### src/rtl/sm2c_rr_sched_if.sv
// ---------------------------------------------------------------------------
// sm2c_rr_sched_if
// Purpose : bundles the request, grant and result signals of the two-requester
//           sign-magnitude to two's-complement conversion scheduler.
// Signals : req0/sm0, req1/sm1  requests and 4-bit sign-magnitude operands
//           gnt0/gnt1           one-cycle grant pulses
//           y/y_valid/y_src     registered result, valid flag, owner index
//           negzero             operand was 1000
//           y_ack               consumer accepts the result
//           count               results acknowledged since reset
// Modports: slave  - the scheduler side
//           master - the requester/consumer side
// ---------------------------------------------------------------------------
interface sm2c_rr_sched_if;
   logic       req0;
   logic [3:0] sm0;
   logic       req1;
   logic [3:0] sm1;
   logic       gnt0;
   logic       gnt1;
   logic [3:0] y;
   logic       y_valid;
   logic       y_src;
   logic       negzero;
   logic       y_ack;
   logic [7:0] count;

   modport slave (
      input  req0, sm0, req1, sm1, y_ack,
      output gnt0, gnt1, y, y_valid, y_src, negzero, count
   );

   modport master (
      output req0, sm0, req1, sm1, y_ack,
      input  gnt0, gnt1, y, y_valid, y_src, negzero, count
   );
endinterface

### src/rtl/sm2c_rr_sched.sv
// ---------------------------------------------------------------------------
// sm2c_rr_sched
// Purpose : round-robin scheduler for two requesters sharing one
//           sign-magnitude to two's-complement converter. A request is
//           latched in IDLE, granted and converted in CONV, and the result is
//           held in HOLD until the consumer acknowledges it.
// Ports   : clk - rising-edge clock
//           rst - asynchronous active-high reset
//           bus - sm2c_rr_sched_if.slave (requests, grants, result, count)
// ---------------------------------------------------------------------------
module sm2c_rr_sched (
   input  logic               clk,
   input  logic               rst,
   sm2c_rr_sched_if.slave     bus
);

   typedef enum logic [1:0] {IDLE, CONV, HOLD} state_t;

   state_t     r_state;
   state_t     w_state_next;

   logic       r_ptr;        // requester that wins a tie
   logic       r_win;        // winner of the transaction in flight
   logic [3:0] r_op;         // operand captured on the accepting edge
   logic [3:0] r_y;
   logic       r_y_valid;
   logic       r_y_src;
   logic       r_negzero;
   logic [7:0] r_count;

   logic       w_win;
   logic       w_accept;
   logic       w_done;
   logic       w_gnt0;
   logic       w_gnt1;
   logic [3:0] w_y_conv;
   logic       w_negzero;

   // A sole requester wins outright; on a tie the pointer decides.
   assign w_win = (bus.req0 && bus.req1) ? r_ptr : bus.req1;

   // Negation of the zero-extended magnitude; 1000 naturally folds to 0000.
   assign w_y_conv  = r_op[3] ? (~{1'b0, r_op[2:0]} + 4'd1) : {1'b0, r_op[2:0]};
   assign w_negzero = (r_op == 4'b1000);

   always_comb begin
      w_state_next = r_state;
      w_accept     = 1'b0;
      w_done       = 1'b0;
      w_gnt0       = 1'b0;
      w_gnt1       = 1'b0;
      case (r_state)
         IDLE: begin
            if (bus.req0 || bus.req1) begin
               w_accept     = 1'b1;
               w_state_next = CONV;
            end
         end
         CONV: begin
            w_gnt0       = ~r_win;
            w_gnt1       = r_win;
            w_state_next = HOLD;
         end
         HOLD: begin
            if (bus.y_ack) begin
               w_done       = 1'b1;
               w_state_next = IDLE;
            end
         end
         default: w_state_next = IDLE;
      endcase
   end

   always_ff @(posedge clk or posedge rst) begin
      if (rst) begin
         r_state   <= IDLE;
         r_ptr     <= 1'b0;
         r_win     <= 1'b0;
         r_op      <= 4'b0000;
         r_y       <= 4'b0000;
         r_y_valid <= 1'b0;
         r_y_src   <= 1'b0;
         r_negzero <= 1'b0;
         r_count   <= 8'd0;
      end else begin
         r_state <= w_state_next;
         if (w_accept) begin
            r_win <= w_win;
            r_op  <= w_win ? bus.sm1 : bus.sm0;
         end
         if (r_state == CONV) begin
            r_y       <= w_y_conv;
            r_y_src   <= r_win;
            r_negzero <= w_negzero;
            r_y_valid <= 1'b1;
         end
         if (w_done) begin
            r_y_valid <= 1'b0;
            r_ptr     <= ~r_y_src;
            r_count   <= r_count + 8'd1;
         end
      end
   end

   // Grants come straight from the state so an asynchronous reset drops them
   // at once.
   assign bus.gnt0    = w_gnt0;
   assign bus.gnt1    = w_gnt1;
   assign bus.y       = r_y;
   assign bus.y_valid = r_y_valid;
   assign bus.y_src   = r_y_src;
   assign bus.negzero = r_negzero;
   assign bus.count   = r_count;

endmodule

### src/flat_wrapper.sv
// flat-port wrapper written by rule: the top's interface ports become plain ports
module sm2c_rr_sched_flat 
  (clk, rst, bus_req0, bus_sm0, bus_req1, bus_sm1, bus_y_ack, bus_gnt0, bus_gnt1, bus_y, bus_y_valid, bus_y_src, bus_negzero, bus_count);
  sm2c_rr_sched_if bus_i ();
  input  logic clk;
  input  logic rst;
  input wire logic [$bits(bus_i.req0)-1:0] bus_req0;
  input wire logic [$bits(bus_i.sm0)-1:0] bus_sm0;
  input wire logic [$bits(bus_i.req1)-1:0] bus_req1;
  input wire logic [$bits(bus_i.sm1)-1:0] bus_sm1;
  input wire logic [$bits(bus_i.y_ack)-1:0] bus_y_ack;
  output wire logic [$bits(bus_i.gnt0)-1:0] bus_gnt0;
  output wire logic [$bits(bus_i.gnt1)-1:0] bus_gnt1;
  output wire logic [$bits(bus_i.y)-1:0] bus_y;
  output wire logic [$bits(bus_i.y_valid)-1:0] bus_y_valid;
  output wire logic [$bits(bus_i.y_src)-1:0] bus_y_src;
  output wire logic [$bits(bus_i.negzero)-1:0] bus_negzero;
  output wire logic [$bits(bus_i.count)-1:0] bus_count;
  assign bus_i.req0 = bus_req0;
  assign bus_i.sm0 = bus_sm0;
  assign bus_i.req1 = bus_req1;
  assign bus_i.sm1 = bus_sm1;
  assign bus_i.y_ack = bus_y_ack;
  assign bus_gnt0 = bus_i.gnt0;
  assign bus_gnt1 = bus_i.gnt1;
  assign bus_y = bus_i.y;
  assign bus_y_valid = bus_i.y_valid;
  assign bus_y_src = bus_i.y_src;
  assign bus_negzero = bus_i.negzero;
  assign bus_count = bus_i.count;
  sm2c_rr_sched u_core (.clk(clk), .rst(rst), .bus(bus_i));
endmodule
### config.mk
export PLATFORM = sky130hd
export DESIGN_NAME = sm2c_rr_sched_flat
export DESIGN_NICKNAME = d
export VERILOG_FILES = /design/src/rtl/sm2c_rr_sched_if.sv /design/src/rtl/sm2c_rr_sched.sv /design/src/flat_wrapper.sv
export SDC_FILE = /design/constraint.sdc
export NUM_CORES = 1
export LEC_CHECK = 0
export CORE_MARGIN = 2
export CORE_UTILIZATION = 50
export DETAILED_ROUTE_END_ITERATION = 8
export PLACE_DENSITY = 0.93
export SLEW_MARGIN = 20
export SYNTH_ARGS = -nofsm -noshare
export SYNTH_HDL_FRONTEND = slang
export SYNTH_SLANG_ARGS = --single-unit
### constraint.sdc
create_clock -name clk -period 1.9 [get_ports clk]
set_clock_uncertainty 0.05 [all_clocks]
set_input_delay 0.38 -clock clk [delete_from_list [all_inputs] [get_ports clk]]
set_output_delay 0.38 -clock clk [all_outputs]
set_load 0.01 [all_outputs]
---- After elaboration in Yosys (flattened, before gate mapping) ----
Index checks and enable logic that the tools add are counted.
cells by class
  add/sub/neg operators ................... 2
  multiply operators ...................... 0
  div/mod/pow operators ................... 0
  $lt $le $gt $ge ......................... 0
  eq/ne operators ......................... 5
  shift-type cells ........................ 0
  multiplexer cells ....................... 14
  bitwise operators ....................... 3
  reductions and logical operators ........ 5
operator list
  operator                                              number
  two-way mux 1 bit                                     9
  adder 8 x 1 -> 8 bit (second input constant)          1
  two-way mux 4 bit                                     2
  one-hot mux 2 bit (3 select lines)                    1
  adder 4 x 1 -> 4 bit (second input constant)          1
  equality test 4 bit (second input constant)           1
  two-way mux 2 bit                                     2
  inverter 3 -> 4 bit                                   1
  equality test 2 x 1 -> 1 bit (second input constant)  1
  equality test 2 bit (second input constant)           1
  logical NOT 2 bit                                     1
  != test 2 x 1 -> 1 bit (second input constant)        1
  != test 2 bit (second input constant)                 1
  inverter 1 bit                                        2
  AND reduction 2 bit                                   1
  nonzero test 2 bit                                    1
  logical AND 1 bit                                     1
  logical OR 1 bit                                      1
storage, ports and cells
  register bits after elaboration ......... 23
  latch bits .............................. 0
  bits in writable memories ............... 0
  bits in read-only memories .............. 0
  memories ................................ 0

---- Depth between registers and ports, before layout ----
Gate-level depths: netlist of the first run.
  word-level depth ........................ 3
  mapped depth ............................ 5
  depth with buffers taken out ............ 5

---- Worst setup path before layout of the first run ----
Ideal clock, no wire load.
  path type ............................... flip-flop to output port
  start point ............................. register u_core.r_state[1]
  end point ............................... output bus_gnt0
  data arrival time ....................... 980 ps
  slack ................................... 490 ps
  stages on the path, launching flop included .. 4
  path buffers ............................ 1
  cell sequence ........................... dfrtp_1 nand2b_1 buf_4 nor2_1
between the ends
  word-level cells in the longest chain between the ends .. 2
RTL lines
  element                       RTL line             source
  start, declared               sm2c_rr_sched.sv:19  state_t r_state;
  start signal, assigned        sm2c_rr_sched.sv:86  r_state <= w_state_next;
  equality test 2 x 1 -> 1 bit  sm2c_rr_sched.sv:52  case (r_state)
  two-way mux 1 bit             sm2c_rr_sched.sv:52
  end, declared                 flat_wrapper.sv:12   output wire logic [$bits(bus_i.gnt0)-1:0] bus_gnt0;
No other way between the ends.

---- Worst setup path in the final report of the first run ----
  start point ............................. register u_core.r_count[3] (netlist: u_core.bus.count[3])
  end point ............................... output bus_count[3]
RTL lines
  element                 RTL line              source
  start, declared         sm2c_rr_sched.sv:29   logic [7:0] r_count;
  start signal, assigned  sm2c_rr_sched.sv:100  r_count <= r_count + 8'd1;
  end, declared           flat_wrapper.sv:18    output wire logic [$bits(bus_i.count)-1:0] bus_count;
No word-level cell between the ends.

==> run_results.csv, run 1 <==
group,metric,value,unit
timing,slew_headroom,81.4,%
min_path,hp-class,"in -> async",
yosys,mappedNetlistNets,114,
floorplan,die_area,2570,um^2
floorplan,initial_utilization,54.5,%
yosys,synthCells,99,
yosys,synth.most_common_cell,"dfrtp_1",
finish,num-nets-final,149,
drt,num_vias,854,
drt,antenna_left,0,
floorplan,rows,16,
drt,drt-wirelength-per-cell,12.8,um
drt,drt_iter0_markers,16,
drt,first_pass_iters,4,
timing,min_period_over_period,93.4,%
power,ir_worst_vdd,931,uV
timing,tightest_slew,0.279,ns
yosys,ys_top_cells_by_area,"dfrtp_1, a31oi_2, nand3_1, xnor2_1, xor2_1",
yosys,yosys.area.top_type,"dfrtp_1",
finish,syn_to_final_growth,32.2,%
finish,final_area,1440,um^2
setup_path,critPathKind,"reg -> out",
yosys,synth_top_area_share,52.8,%
grt,grt.total_usage,18.8,%
job,maxCapViolations,0,
setup_path,critPathBufInv,1,
setup_path,arrival,1.35,ns
power,p_leak,0.660,nW
status,status,"completed",
power,power_per_cell_area,1420,nW/um^2
floorplan,die_w,50.7,um
grt,grt_overflow_total,0,
grt,first_global_vias,905,
place,dpl_cell_area,1420,um^2
cts,cts_buffer_depth,2,
timing,period_minus_slack,1.78,ns
setup_path,cp_slowest_stage_delay,0.58,ns
setup_path,crit_path_max_fanout,6,
timing,rsz0062_at_grt,"no",
cts,cts_hold_buf,0,
timing,tns,0,ns
setup_path,crit_path_end_kind,"output port",
yosys,avgSynthCellArea,11.0,um^2
setup_path,cp_slowest_cell,"clkdlybuf4s50_1",
setup_path,cpLargestDelayFamily,"buffers and inverters",
floorplan,ios,30,
finish,drive_gt1_share,12.8,%
grt,grt_pass1_wl,3640,um
yosys,ys_async_sr_fraction,100,%
setup_path,crit_chain,"clkdlybuf4s50_1",
yosys,yosys_warnings,0,
yosys,synth-edff-count,0,
yosys,yosysSeqAreaShare,52.8,%
yosys,synth.top_cells.by_count,"dfrtp_1, nand2_1, nand3_1, inv_1, o21ai_0",
drt,wirelength,2050,um
finish,insertedDiodeCount,0,
place,gp_congestion,0.726,
yosys,ys_ff_latch,23,
drt,drc,0,
setup_path,cp-start-kind,"flip-flop",
yosys,syn_area,1090,um^2
finish,fillCellCount,164,
drt,vias_per_cell,5.34,
floorplan,coreArea,2000,um^2
grt,antenna_found_initial,0,
setup_path,worst_ep_required_time,1.47,ns
cts,clkTransAtPathRegs,0.12,ns
timing,finalSetupViolations,0,
place,port-buffer-count,29,
cts,ctsRootBufferMaster,"clkbuf_4",
timing,maxSlewViolCount,0,
cts,insertion_delay,0.30,ns
floorplan,die_height,50.7,um
grt,grt_max_degree,24,
cts,cts_buffers,3,
yosys,synthFlopType,"dfrtp_1",
cts,cts_sinks,23,
cts,tritoncts,"yes",
timing,final-hold-violation-count,0,
timing,fmax,563,MHz
place,dp_hpwl,1640,um
cts,htreeDepth,1,
yosys,synth.distinct_cells,30,
cells by family after synthesis:
logic type | Yosys count | share of synthesized area [%]
muxes | 2 | 1.95
xor gates and xnor gates | 8 | 6.42
adders and majority gates | 2 | 2.29
AOI/OAI and AO/OA | 23 | 14.6
buffers and inverters | 8 | 3.78
and+or+nand+nor | 33 | 18.2
DFF | 23 | 52.8
registers in the layout (all words and copies together) (netlist names):
| name | cells |
|---|---|
| u_core.bus.count | 8 |
| u_core.bus.negzero | 1 |
| u_core.bus.y | 4 |
| u_core.bus.y_src | 1 |
| u_core.bus.y_valid | 1 |
| u_core.r_op | 4 |
| u_core.r_ptr | 1 |
| u_core.r_state | 2 |
| u_core.r_win | 1 |
area by class of cell:
| cell class | instances | area (um^2) | area share [%] |
|---|---|---|---|
| inverter | 6 | 22.5 | 1.56 |
| multi-input combinational | 68 | 474 | 32.9 |
| tap | 27 | 33.8 | 2.34 |
| sequential | 23 | 576 | 39.9 |
| clock buffer | 4 | 26.3 | 1.82 |
| timing repair buffer | 32 | 310 | 21.5 |
where the power goes:
part	switching, mW	internal, mW	total, mW
clock network	0.137	0.0820	0.219
registers	0.179	0.693	0.872
logic	0.450	0.513	0.963
metal layers:
metal | part of all wire (%) | global-route usage, %
met3 | 3.5 | 1.79
met4 | 2.7 | 11.3
met5 | 0 | 0
met1 | 41 | 21.1
met2 | 53 | 34.2
metrics by stage:
step / total power [mW] / worst slack (ns) / utilization (%) / std cells / hold slack, ns
6_report: 2.05 / 0.125 / 72.1 / 160 / 0.360
5_1_grt: 2.22 / 0.0410 / 72.1 / 160 / 0.390
4_1_cts: 2.08 / 0.126 / 72.1 / 160 / 0.369
3_5_place_dp: 1.87 / 0.205 / 70.9 / 156 / 0.407
3_3_place_gp: 1.80 / 0.230 / 70.9 / 156 / 0.406
2_1_floorplan: 1.45 / 0.490 / - / 99 / 0.332
tightest hold or removal path, delay by kind of cell:
family | cells | cell delay [ns]
buffers and inverters | 3 | 0.74
layout by cell type (no fill, tap or decap), types with 2 or more instances in the layout:
cell type        instances
buf_4                    3
o31ai_1                  2
nor3_2                   2
inv_1                    6
clkdlybuf4s50_1         27
a21oi_1                  4
nand2_1                  8
o21ai_0                  6
dfrtp_1                 23
nor2b_1                  2
nor2_1                   3
nand3_1                  8
xor2_1                   4
ha_1                     2
clkbuf_4                 3
nand2b_1                 3
dlygate4sd2_1            2
xnor2_1                  4
o21ai_1                  4
a31oi_2                  4
timing repair:
item | 4_1_cts | 5_1_grt
setup buffers | 0 | 0
gates resized for setup | 2 | 0
setup endpoints to repair | 2 | 0
path summary, 6_finish.rpt:
kind / start / to / slack, ns / depth (start not counted)
max: u_core.bus.count[3]$_DFFE_PP0P_ / bus_count[3] / 0.12 / 1
max in group asynchronous: rst / u_core.r_state[1]$_DFFE_PP0P_ / 1.22 / 3
max reg2reg: u_core.bus.count[0]$_DFFE_PP0P_ / u_core.bus.count[4]$_DFFE_PP0P_ / 0.65 / 4
min reg2reg: u_core.bus.count[7]$_DFFE_PP0P_ / u_core.bus.count[7]$_DFFE_PP0P_ / 0.43 / 1
min in group clk: u_core.bus.count[7]$_DFFE_PP0P_ / u_core.bus.count[7]$_DFFE_PP0P_ / 0.43 / 1
min: rst / u_core.bus.count[7]$_DFFE_PP0P_ / 0.36 / 3
(Power assumes the default switching activity.)
==> run 2, diff against run 1 <==
--- a/config.mk
+++ b/config.mk
@@ -8,6 +8,7 @@
 export CORE_MARGIN = 2
 export CORE_UTILIZATION = 50
 export DETAILED_ROUTE_END_ITERATION = 8
+export GPL_ROUTABILITY_DRIVEN = 0
 export PLACE_DENSITY = 0.93
 export SLEW_MARGIN = 20
 export SYNTH_ARGS = -nofsm -noshare
==> results of run 2 <==
No change in the layout: final DEF, timing and power equal those of run 1.
